===== src/rtl/cdb_pkg.sv =====
// Common data bus constants and broadcast record, shared by the arbiter, the
// register status table and the reservation stations.
package cdb_pkg;

    localparam int CDB_N_REQ  = 4;
    localparam int CDB_TAG_W  = 6;
    localparam int CDB_DATA_W = 32;

    typedef struct packed {
        logic                  valid;
        logic [CDB_TAG_W-1:0]  tag;
        logic [CDB_DATA_W-1:0] data;
    } cdb_bus_t;

    // Width of a unit index; a single-bit index is kept even for degenerate sizes.
    function automatic int cdb_ptr_w(input int n);
        return (n > 1) ? $clog2(n) : 1;
    endfunction

endpackage


===== src/rtl/cdb_rr_pick.sv =====
// Combinational round-robin picker: rotate requests so rr_ptr sits at bit 0,
// take the lowest set bit, then rotate the one-hot back and report its index.
module cdb_rr_pick
    import cdb_pkg::*;
#(
    parameter int N_REQ = CDB_N_REQ,
    localparam int PTR_W = cdb_ptr_w(N_REQ)
) (
    input  logic [N_REQ-1:0] req,
    input  logic [PTR_W-1:0] rr_ptr,
    output logic [N_REQ-1:0] grant,
    output logic [PTR_W-1:0] winner
);

    localparam logic [PTR_W:0] N_EXT = (PTR_W+1)'(N_REQ);

    logic [N_REQ-1:0] rot;
    logic [N_REQ-1:0] rot_oh;
    logic [PTR_W-1:0] offset;
    logic [PTR_W:0]   sum;
    logic             hit;

    always_comb begin
        rot    = (req >> rr_ptr) | (req << (N_REQ - int'(rr_ptr)));
        rot_oh = '0;
        offset = '0;
        hit    = 1'b0;
        for (int i = 0; i < N_REQ; i++) begin
            if (!hit && rot[i]) begin
                hit       = 1'b1;
                rot_oh[i] = 1'b1;
                offset    = PTR_W'(i);
            end
        end
        grant = (rot_oh << rr_ptr) | (rot_oh >> (N_REQ - int'(rr_ptr)));

        // Modulo add without a divider; rr_ptr and offset are both below N_REQ.
        sum = {1'b0, rr_ptr} + {1'b0, offset};
        if (sum >= N_EXT) begin
            sum = sum - N_EXT;
        end
        winner = sum[PTR_W-1:0];
    end

endmodule


===== src/rtl/cdb_arbiter.sv =====
// Round-robin CDB arbiter: combinational grant, registered broadcast.
// Define CDB_ARB_PERF_EN to add the saturating contention counter port.
module cdb_arbiter
    import cdb_pkg::*;
#(
    parameter int N_REQ  = CDB_N_REQ,
    parameter int TAG_W  = CDB_TAG_W,
    parameter int DATA_W = CDB_DATA_W
) (
    input  logic                    clk,
    input  logic                    rst,
    input  logic                    flush,
    input  logic [N_REQ-1:0]        req_valid,
    input  logic [N_REQ*TAG_W-1:0]  req_tag,
    input  logic [N_REQ*DATA_W-1:0] req_data,
    output logic [N_REQ-1:0]        req_grant,
    output logic                    cdb_valid,
    output logic [TAG_W-1:0]        cdb_tag,
    output logic [DATA_W-1:0]       cdb_data
`ifdef CDB_ARB_PERF_EN
    ,
    output logic [15:0]             perf_conflict_cnt
`endif
);

    localparam int PTR_W = cdb_ptr_w(N_REQ);

    logic [PTR_W-1:0]  rr_ptr;
    logic [PTR_W-1:0]  winner;
    logic [PTR_W-1:0]  next_ptr;
    logic [N_REQ-1:0]  req_live;
    logic [TAG_W-1:0]  sel_tag;
    logic [DATA_W-1:0] sel_data;
    logic              any_grant;

    // Reset and flush mask requests before the picker so no grant escapes.
    assign req_live = (rst || flush) ? '0 : req_valid;

    cdb_rr_pick #(.N_REQ(N_REQ)) u_pick (
        .req    (req_live),
        .rr_ptr (rr_ptr),
        .grant  (req_grant),
        .winner (winner)
    );

    assign any_grant = |req_grant;
    assign next_ptr  = (winner == PTR_W'(N_REQ - 1)) ? '0 : winner + PTR_W'(1);

    always_comb begin
        sel_tag  = '0;
        sel_data = '0;
        for (int i = 0; i < N_REQ; i++) begin
            if (req_grant[i]) begin
                sel_tag  = req_tag[i*TAG_W +: TAG_W];
                sel_data = req_data[i*DATA_W +: DATA_W];
            end
        end
    end

    always_ff @(posedge clk) begin
        if (rst) begin
            rr_ptr    <= '0;
            cdb_valid <= 1'b0;
            cdb_tag   <= '0;
            cdb_data  <= '0;
        end else begin
            cdb_valid <= any_grant;
            if (any_grant) begin
                rr_ptr   <= next_ptr;
                cdb_tag  <= sel_tag;
                cdb_data <= sel_data;
            end
        end
    end

`ifdef CDB_ARB_PERF_EN
    logic [15:0] perf_cnt_q;
    logic        contention;

    // Two or more bits set: clearing the lowest set bit leaves something behind.
    assign contention = |(req_valid & (req_valid - N_REQ'(1)));

    always_ff @(posedge clk) begin
        if (rst) begin
            perf_cnt_q <= '0;
        end else if (!flush && contention && (perf_cnt_q != 16'hFFFF)) begin
            perf_cnt_q <= perf_cnt_q + 16'd1;
        end
    end

    assign perf_conflict_cnt = perf_cnt_q;
`endif

endmodule

===== config.mk =====
export PLATFORM = sky130hd
export DESIGN_NAME = cdb_arbiter
export DESIGN_NICKNAME = d
export VERILOG_FILES = /design/src/rtl/cdb_pkg.sv /design/src/rtl/cdb_rr_pick.sv /design/src/rtl/cdb_arbiter.sv
export SDC_FILE = /design/constraint.sdc
export NUM_CORES = 1
export LEC_CHECK = 0
export ABC_AREA = 1
export BUFFER_PORTS_ARGS = -buffer_cell sky130_fd_sc_hd__buf_2
export CAP_MARGIN = 20
export CORE_MARGIN = 2
export CORE_UTILIZATION = 39
export CTS_CLUSTER_SIZE = 25
export DETAILED_ROUTE_END_ITERATION = 10
export PLACE_DENSITY = 0.84
export SLEW_MARGIN = 0
export SYNTH_ARGS = -nofsm -noshare
export SYNTH_HDL_FRONTEND = slang
export SYNTH_SLANG_ARGS = --single-unit

===== constraint.sdc =====
create_clock -name clk -period 2.75 [get_ports clk]
set_input_delay 0.275 -clock clk [delete_from_list [all_inputs] [get_ports clk]]
set_output_delay 0.275 -clock clk [all_outputs]
set_load 0.01 [all_outputs]

==> results.json <==
{
  "status": "finished, final reports clean",
  "multiInputGateArea_sq_mm": 0.001992,
  "p_total_mw": 9.413,
  "num_vias": 4257,
  "core_sq_mm": 0.007687,
  "critical_path_required_ns": 2.48,
  "wirelength_microns": 11400,
  "drive_gt1_frac": 0.3592,
  "grt_pass1_vias": 3822,
  "syn-cell-area_sq_mm": 0.003094,
  "ant_nets": 0,
  "pre_cts_ws_ns": 0.07810,
  "r2r_start": "rr_ptr[0]",
  "cts_inserted_buffers": 5,
  "die_x_microns": 93.07,
  "die_h_microns": 93.07,
  "power_density_mw_per_mm2": 1990,
  "clkTransAtPathRegs_ns": 0.09,
  "routedWlPerCell_microns": 13.44,
  "gp_congestion": 0.9477,
  "grt_pass1_wl_microns": 16590,
  "report.final.setup_viol": 0,
  "p_leak_nw": 2.753,
  "critPathCaptureType": "output port",
  "grt_max_degree": 40,
  "start_kind": "flip-flop",
  "cts-root-buf": "clkbuf_8",
  "tightest_slew_ns": 0.4386,
  "grt_usage": 0.2332,
  "clk_path_buf_depth": 2,
  "rows": 32,
  "cts_htree_levels": 2,
  "design_area_sq_mm": 0.004730,
  "hold_viol": 0,
  "fin_crit_ns": 2.632,
  "hp-start": "req_data[105]",
  "fill_cells": 723,
  "pin_count": 202,
  "synth_nets": 700,
  "min_path_type": "input port to flip-flop",
  "die-area_sq_mm": 0.008662,
  "initial_core_util": 0.4025,
  "period_share": 0.9571,
  "syn_inst": 539,
  "yosysTopAreaCell": "nand2_1",
  "relSlewSlack": 0.7073,
  "cap_violations": 0,
  "whs_ns": 0.2488,
  "dr.first_iter.drc_count": 287,
  "diodes": 0,
  "avgSynthCellArea_sq_um": 5.741,
  "final_cells": 848,
  "worstPathMaxFanout": 5,
  "hold_buffers": 0,
  "fin_ws_ns": 0.1179,
  "vdd_drop_max_mv": 1.280,
  "antenna_found_initial": 0,
  "placed_area_sq_mm": 0.004204,
  "max_freq_mhz": 379.9,
  "synthTopCellsByArea": "nand2_1 (30%), dfxtp_1 (27%), a21oi_1 (9.1%)",
  "viasPerCell": 5.020,
  "port_buffers": 201,
  "finish.utilization": 0.6152,
  "setup_tns_ns": 0,
  "finalMaxSlewViolations": 0,
  "crit_start": "rr_ptr[0]",
  "overflow": 0,
  "cts.sinks": 41,
  "dpl.cell_count": 823,
  "nets": 906,
  "drcViolationCount": 0,
  "ys_seq_area_frac": 0.2653,
  "path_cells": "inv_1, ha_4, nor2_4, buf_4, nand4_1, nand2_1, nor2_1, nor2_1, nand2_2, nand2_1, nand2_2, a21oi_4, buf_12, buf_2",
  "hpwl_microns": 7600,
  "ys_types": 24,
  "regArea_sq_um": 822.0,
  "syn2layout_area_growth_pct": 52.85,
  "cts_tree": "built",
  "yosysWarnings": 0,
  "clkLatencyLatePin_ns": 0.30,
  "cp_slowest_stage_delay_ns": 0.33,
  "critical_path_class": "flip-flop to output port",
  "drt_first_pass_iters": 5,
  "slowest_stage": "dfxtp_2",
  "fin_skew_ns": 0.008062,
  "synth-seq-cells": 41,
  "synth_top_area_frac": 0.2960,
  "cp.arrival_ns": 2.36
}
## report_power, final
| group | leakage, nW | switching [mW] | internal (mW) |
|---|---|---|---|
| Combinational | 2.35 | 4.30 | 3.43 |
| Clock | 0.0574 | 0.218 | 0.295 |
| Sequential | 0.346 | 0.161 | 1.01 |
| Total | 2.75 | 4.68 | 4.74 |
## final cells by class
type | count | area share
multi-input cells | 418 | 0.4212
repair buffers | 231 | 0.3130
flip-flops and latches | 41 | 0.1738
inverters | 47 | 0.03810
well taps | 102 | 0.02698
clock buffers | 6 | 0.01746
clock inverters | 2 | 0.007937
repair inverters | 1 | 0.001587
## placed cells by master (no fill, tap or decap)
master and n:
nand2_1 236, buf_2 201, a21oi_1 55, inv_1 45, dfxtp_1 40, a21o_1 26
o21ai_1 25, nor2_1 21, nand3_1 21, buf_4 13, nand2_2 8, clkbuf_8 6
buf_12 6, nor2_4 5, clkbuf_16 5, nand4_1 4, nand3_2 3, clkinvlp_4 3
bufbuf_16 3, buf_6 3, nand3_4 2, nand2_4 2, nor2_2 2, inv_2 1
a21oi_2 1, a22oi_1 1, a21oi_4 1, xnor2_1 1, xor2_1 1, nand3b_1 1
ha_4 1, ha_1 1, bufinv_16 1, dfxtp_2 1
## kinds of logic (layout without fill, tap and decap cells)
kind of cell               after synthesis  count (layout)  synth area share
xor gates and xnor gates                 2               2          0.005662
buffers and inverters                   80             287            0.1205
adders and majority gates                2               2          0.008086
DFF                                     41              41            0.2653
AOI/OAI and AO/OA                      109             109            0.2018
and+or+nand+nor                        305             305            0.3987
## sequential cells by signal (all words and copies together) (netlist names)
signal	count
cdb_data	32
cdb_valid	1
cdb_tag	6
rr_ptr	2
## cells in the mapped netlist
library cell  instances
inv_1                46
a21o_1               26
nor2_4                2
inv_2                 1
buf_4                 8
nand3_2               3
a22oi_1               1
xor2_1                1
o21ai_1              25
dfxtp_1              41
nand2_2               2
nor2_1               23
buf_6                 3
buf_2                16
clkbuf_1              6
nand3_1              23
a21oi_1              56
nor2_2                3
nand4_1               4
nand2_1             244
xnor2_1               1
a21oi_4               1
nand3b_1              1
ha_1                  2
## worst paths after layout
kind	depth (start not counted)	endpoint	slack (ns)
worst min-delay path	5	cdb_data[9]	0.25
worst max-delay path	14	req_grant[3]	0.12
worst max register to register	18	rr_ptr[0]	0.16
worst min register to register	2	cdb_data[4]	0.45
## worst max-delay path, delay by kind of cell, from the launching register on
kind	cells	cell delay (ns)
buffers and inverters	4	0.47
AO/OA/AOI/OAI	1	0.20
AND/OR/NAND/NOR	8	0.82
adder cells (fa/ha/maj)	1	0.25
flip-flops	1	0.33
## per-layer routing
layer  up-vias  part of all wire  global-route usage
met5         -                 0                   0
met4         0             0.015             0.05760
met2       245              0.50              0.4378
li1       2112                 -                   -
met1      1881              0.40              0.2668
met3        19             0.086             0.05077
## what timing repair did
item	in CTS	in global routing
endpoints found under the setup margin	4	44
gates resized for setup	6	23
buffers inserted	1	7
cloned	3	6
pin swaps	3	6
(Power assumes the default switching activity.)
